`config.mk`:
```
export PLATFORM = sky130hd
export DESIGN_NAME = rr_grant_ctrl
export DESIGN_NICKNAME = d
export VERILOG_FILES = /design/src/rtl/rr_grant_ctrl.sv
export SDC_FILE = /design/constraint.sdc
export NUM_CORES = 1
export LEC_CHECK = 0
export BUFFER_PORTS_ARGS = -buffer_cell sky130_fd_sc_hd__buf_2
export CAP_MARGIN = 20
export CORE_ASPECT_RATIO = 1.2
export CORE_MARGIN = 1
export CORE_UTILIZATION = 35
export DETAILED_ROUTE_END_ITERATION = 10
export PLACE_DENSITY = 0.52
export SLEW_MARGIN = 30
export SYNTH_ARGS = -nofsm -noshare
export SYNTH_HDL_FRONTEND = slang
export SYNTH_SLANG_ARGS = --single-unit
export TNS_END_PERCENT = 20
```
`constraint.sdc`:
```
create_clock -name clk -period 2.1 [get_ports clk]
set_input_delay 0.42 -clock clk [delete_from_list [all_inputs] [get_ports clk]]
set_output_delay 0.42 -clock clk [all_outputs]
set_load 0.02 [all_outputs]
```
`src/rtl/rr_grant_ctrl.sv`:
```
// Four-way round-robin arbiter with a bounded hold time per grant.
// The winner is held as a 2-bit index and presented as a one-hot grant.
module rr_grant_ctrl #(
  parameter int unsigned MAX_HOLD = 16
) (
  input  logic       clk,
  input  logic       rst_n,
  input  logic [3:0] req,
  output logic [3:0] gnt,
  output logic [1:0] gnt_idx,
  output logic       gnt_valid,
  output logic       timeout
);

  localparam int unsigned CW = $clog2(MAX_HOLD + 1);

  typedef enum logic {
    IDLE,
    GRANT
  } state_t;

  state_t          r_state;
  logic [1:0]      r_ptr;
  logic [CW-1:0]   r_cnt;
  logic [3:0]      r_gnt;
  logic [1:0]      r_gnt_idx;
  logic            r_gnt_valid;
  logic            r_timeout;

  logic            w_found;
  logic [1:0]      w_sel;
  logic            w_hold_req;
  logic            w_at_limit;

  // First requester at or after the priority pointer, wrapping mod 4.
  always_comb begin
    w_found = 1'b0;
    w_sel   = r_ptr;
    for (int unsigned i = 0; i < 4; i++) begin
      if (!w_found && req[r_ptr + 2'(i)]) begin
        w_found = 1'b1;
        w_sel   = r_ptr + 2'(i);
      end
    end
  end

  assign w_hold_req = req[r_gnt_idx];
  assign w_at_limit = (r_cnt == CW'(MAX_HOLD));

  always_ff @(posedge clk or negedge rst_n) begin
    if (!rst_n) begin
      r_state     <= IDLE;
      r_ptr       <= '0;
      r_cnt       <= '0;
      r_gnt       <= '0;
      r_gnt_idx   <= '0;
      r_gnt_valid <= 1'b0;
      r_timeout   <= 1'b0;
    end else begin
      r_timeout <= 1'b0;
      case (r_state)
        IDLE: begin
          if (w_found) begin
            r_state     <= GRANT;
            r_gnt_idx   <= w_sel;
            r_gnt_valid <= 1'b1;
            r_gnt       <= 4'b0001 << w_sel;
            r_cnt       <= CW'(1);
          end
        end
        GRANT: begin
          // Counter only advances below the limit, so it saturates at MAX_HOLD.
          if (!w_hold_req || w_at_limit) begin
            r_state     <= IDLE;
            r_gnt_valid <= 1'b0;
            r_gnt       <= '0;
            r_ptr       <= r_gnt_idx + 2'd1;
            r_cnt       <= '0;
            r_timeout   <= w_hold_req;
          end else begin
            r_cnt <= r_cnt + CW'(1);
          end
        end
        default: r_state <= IDLE;
      endcase
    end
  end

  assign gnt       = r_gnt;
  assign gnt_idx   = r_gnt_idx;
  assign gnt_valid = r_gnt_valid;
  assign timeout   = r_timeout;

endmodule

```
Yosys cells after proc, flatten, opt, wreduce, memory -nomap -nowiden. Index checks and enable logic that the tools add are counted.

Input port bits: 6. Word-level logic and storage cells: 64. Register bits after elaboration: 16.

Multiplexer cells: 31. Bitwise operators: 1. $lt $le $gt $ge: 5. Equal/unequal tests: 3. Shift-type cells: 1. Reductions and logical operators: 11. Add/sub/neg operators: 5.

Operators with widths (number): $lt A2 B3 Y1 const B (5); $mux W1 (15); $bmux W1 S2 (5); $mux W5 (2); $pmux W5 S2 (1); $mux W4 (2); $pmux W4 S2 (1); $mux W2 (3); $reduce_and A2 Y1 (3); $add A5 B1 Y5 const B (1); $eq A5 B5 Y1 const B (1); $add A2 B1 Y2 const B (2); $add A2 B2 Y2 const B (2); $logic_not A1 Y1 (4); $pmux W1 S2 (2); $shl A1 B2 Y4 const A (1); $logic_and A1 B1 Y1 (3); $ne A2 B1 Y1 const B (1); $ne A2 B2 Y1 const B (1); $logic_or A1 B1 Y1 (1); $not A1 Y1 (1).

Logic depth before layout (Yosys ltp).
Word-level depth: 15. Gate-level depth with buffers: 6. Gate-level depth less buffers: 6.

Worst setup path before layout. No wires, ideal clock.

Path kind: flip-flop to flip-flop. Start: register r_gnt_idx[1] (netlist: gnt_idx[1]). End: register r_ptr[1]. Period minus slack after synthesis: 1.637 ns. Required time: 1.975 ns. Arrival: 1.512 ns. Stages on the path, launching flop included: 5. Path slack: 0.463 ns. Buffers on the path: 0. Cells stage by stage: dfrtp_1 mux4_2 nand2_1 nand2_2 mux2_4.

Longest elaborated chain between the ends: 5. Elaborated cells between the ends (all ways): 6. Those cells by class: 1 x add/sub; 2 x mux; 3 x reduce/logical.

RTL lines: start: declaration (RTL line 26) `logic [1:0] r_gnt_idx;`; start signal: assignment (RTL line 65) `r_gnt_idx <= w_sel;`; $bmux W1 S2 (RTL line 47) `assign w_hold_req = req[r_gnt_idx];`; $mux W1 (implied by the code) (RTL line 47); $logic_not A1 Y1 (RTL line 73) `if (!w_hold_req || w_at_limit) begin`; $logic_or A1 B1 Y1 (RTL line 73); $reduce_and A2 Y1 (no source line); end signal: assignment (RTL line 77) `r_ptr <= r_gnt_idx + 2'd1;`; end: declaration (RTL line 23) `logic [1:0] r_ptr;`.

Several ways; a longest one is shown, not always the timed one. The select of a mux whose other input is x is not followed. A chain may end at the register's enable or synchronous reset.

Final worst setup path.
Start: register r_gnt_idx[1] (netlist: gnt_idx[1]). End: register r_gnt[3] (netlist: gnt[3]).

Longest elaborated chain between the ends: 6.

RTL lines: $bmux W1 S2 (RTL line 47); $mux W1 (implied by the code) (RTL line 47); $logic_not A1 Y1 (RTL line 73); $logic_or A1 B1 Y1 (RTL line 73); $ne A2 B1 Y1 (no source line); $reduce_and A2 Y1 (no source line); end signal: assignment (RTL line 67) `r_gnt <= 4'b0001 << w_sel;`; end: declaration (RTL line 25) `logic [3:0] r_gnt;`.

Every way passes these cells. The select of a mux whose other input is x is not followed.

==> summary.txt <==
Final layout
  • Fin area: slightly below 1000 µm²
  • Layout cells sized above 1: between 20 and 30%
  • ANT cells: 0
  • Sequential Area: between 400 and 500 µm²
  • Filler cells: roughly 240
  • Area of the multi-input gates: approximately 420 µm²
  • Area Overhead vs Synth: 14.3%
  • Final #Nets: just over 100
  • Final core occ: 42.5%

Die
  • Starting Density: 37.2%
  • Num rows: 19
  • Die area: 2630 µm²
  • Die Span Y: ~56 µm
  • I/O pin cnt: 14
  • Core box area: between 2000 and 2500 µm²
  • Width of the die: 46.9 µm

Pwr
  • Design Power: 0.00126 W
  • Max IR drop VDD: ~0.00064 V
  • PD cells: roughly 1300 nW/µm²
  • Leak: around 0.47 nW

Routing
  • Via count: around 640
  • Drt total wl: 1610 µm
  • WL/cell: 13.0 µm
  • Initial DRC Count: 3
  • Vias/cell: slightly above 5
  • Drt first pass iters: 3
  • DR DRC count: 0
  • Routed Antenna Nets: 0

CTS
  • CTS HTree Levels: 1
  • Root buffer cell: clkbuf_4
  • Resized Gates After CTS: 0
  • CTS Buf Count: 3
  • Clock Latency Late Sink: approximately 0.28 ns
  • Clock Tree Buf Depth: 2
  • Number of hold buffers added after CTS: 0
  • CTS tree: built
  • Clock-pin slew on the worst setup and hold paths: about 0.09 ns
  • Sink Count: 16
  • Post-CTS Setup Inserts: 0

Critical path
  • Critical Path AT: 1.79 ns
  • CP Launch Type: flop
  • Critical path data required time: around 2.3 ns
  • Crit path kind: reg2reg
  • Largest stage delay on the critical path: roughly 0.55 ns
  • Crit path max fanout: 8
  • Crit path capture type: flop
  • Slowest CP cell: mux4_2
  • Critical-path cell list: mux4_2 > nand3_2 > o21ai_2 > a22o_1

Yosys
  • Register area share after synthesis: 47.2%
  • Yosys top cell by area: dfrtp_1
  • Synthesized flop and latch total: 16
  • Syn_nets: 86
  • Synth top area cells: dfrtp_1 (47%), xor2_1 (3.1%), ha_1 (2.9%)
  • Avg Inst Size Synth: about 11 µm²
  • Most used DFF post-synth: dfrtp_1
  • Asr flop ratio synth: 100%
  • Post-synth EDFFs: 0
  • Netlist cell types: 37
  • Post-synthesis cell count: a little under 80
  • Cell Area, Synth: 848 µm²
  • Area fraction of the dominant cell type after synthesis: 47.2%
  • Syn. warnings: 0

Timing
  • Worst-Margin Slew: about 0.43 ns
  • Max_slew headroom: a little under three quarters
  • RSZ-0062 raised after global routing: false
  • TNS Setup: 0 ns
  • Final Hold Vio Count: 0
  • Minimum clock period: 1.62 ns
  • Final slew viol count: 0
  • FMAX: between 600 and 700 MHz
  • Setup violations, final: 0
  • Crit share post-route: between 70 and 80%
  • Fin Clk Skew: just over 0.0009 ns

GRT
  • Grt ovf: 0
  • First-pass GRT wire length: about 2900 µm
  • Overall global routing resource usage: between 10% and 20%
  • Initial antenna violation count: 0
  • Vias in the first global route: a little over 600
  • Largest net degree at the start of global routing: 17

Min path
  • HP Class: in2async

Place
  • Port bufs: 13
  • Routability cong.: approximately 0.76
  • DP HPWL: 1260 µm
  • DP Area: 947 µm²

Job
  • Max-Cap Viols: 0

Outcome
  • Status: complete, no violations
sequential cells by signal (all words and copies together), names as in the netlist:
signal / cells
timeout: 1
gnt: 4
r_ptr: 2
gnt_idx: 2
gnt_valid: 1
r_cnt: 5
r_state: 1
synthesized netlist by cell type, drive strengths merged (3+ instances only):
library cell,number
nand3,3
nand2,6
xor2,3
nor2,3
o21ai,7
inv,6
dfrtp,16
nor2b,3
worst max-delay path: cells and delay by family (launching register included):
family | cells | cell delay [ns]
multiplexers | 1 | 0.55
flip-flops | 1 | 0.43
AO/OA/AOI/OAI | 2 | 0.35
AND/OR/NAND/NOR | 1 | 0.17
cell families (layout without fill, tap and decap cells):
group / Yosys count / count (layout) / synth area share [%]
xor+xnor: 3 / 3 / 3.10
flops: 16 / 16 / 47.2
mux: 4 / 4 / 6.93
simple gates: 25 / 25 / 18.7
fa+ha+maj: 2 / 2 / 2.95
buf+inv: 7 / 22 / 3.24
compound gates: 21 / 21 / 17.8
through the flow:
step                      setup slack (ns)  cells  hold slack [ns]
after floorplan                      0.463     78            0.124
after global placement               0.415    121            0.351
after detailed placement             0.377    121            0.358
after CTS                            0.464    124           0.0435
after global routing                 0.363    124           0.0496
final                                0.481    124           0.0357
report_power, final:
group / total (W) / internal [W] / leakage, nW / switching [W]
clock: 0.000158 / 0.0000666 / 0.0138 / 0.0000910
sequential: 0.000547 / 0.000419 / 0.203 / 0.000128
combinational: 0.000554 / 0.000254 / 0.252 / 0.000300
worst paths after layout:
kind	cells past startpoint	slack (ns)	start	endpoint
min	1	0.04	rst_n	r_cnt[0]
max in group asynchronous	1	1.80	rst_n	gnt_idx[0]
min reg2reg	1	0.48	gnt_valid	gnt_valid
max reg2reg	4	0.48	gnt_idx[1]	gnt[3]
max	4	0.48	gnt_idx[1]	gnt[3]
min in group clk	1	0.48	gnt_valid	gnt_valid
routing by layer:
| layer | global-route usage, % | part of all wire, % | vias to the layer above |
|---|---|---|---|
| li1 | - | - | 315 |
| met3 | 2.92 | 2.5 | 5 |
| met5 | 0 | 0 | - |
| met4 | 8.57 | 2.7 | 0 |
| met1 | 20.4 | 46 | 311 |
| met2 | 23.2 | 49 | 12 |
cell type report:
cell class,instances,area share (%)
Multi-Input combinational cell,55,43.4
Sequential cell,16,41.3
Timing Repair Buffer,13,6.71
Tap cell,31,4.00
Clock buffer,3,2.32
Inverter,6,2.32
cells in the final DEF, fill, tap and decap left out, types with 3 or more instances in the layout:
| master | n |
|---|---|
| clkbuf_4 | 3 |
| nor2b_1 | 3 |
| dfrtp_1 | 16 |
| buf_2 | 13 |
| xor2_1 | 3 |
| nand2_1 | 5 |
| inv_1 | 6 |
| nor2_1 | 3 |
| o21ai_0 | 5 |
Note: power is estimated with default switching activity, not from simulation.
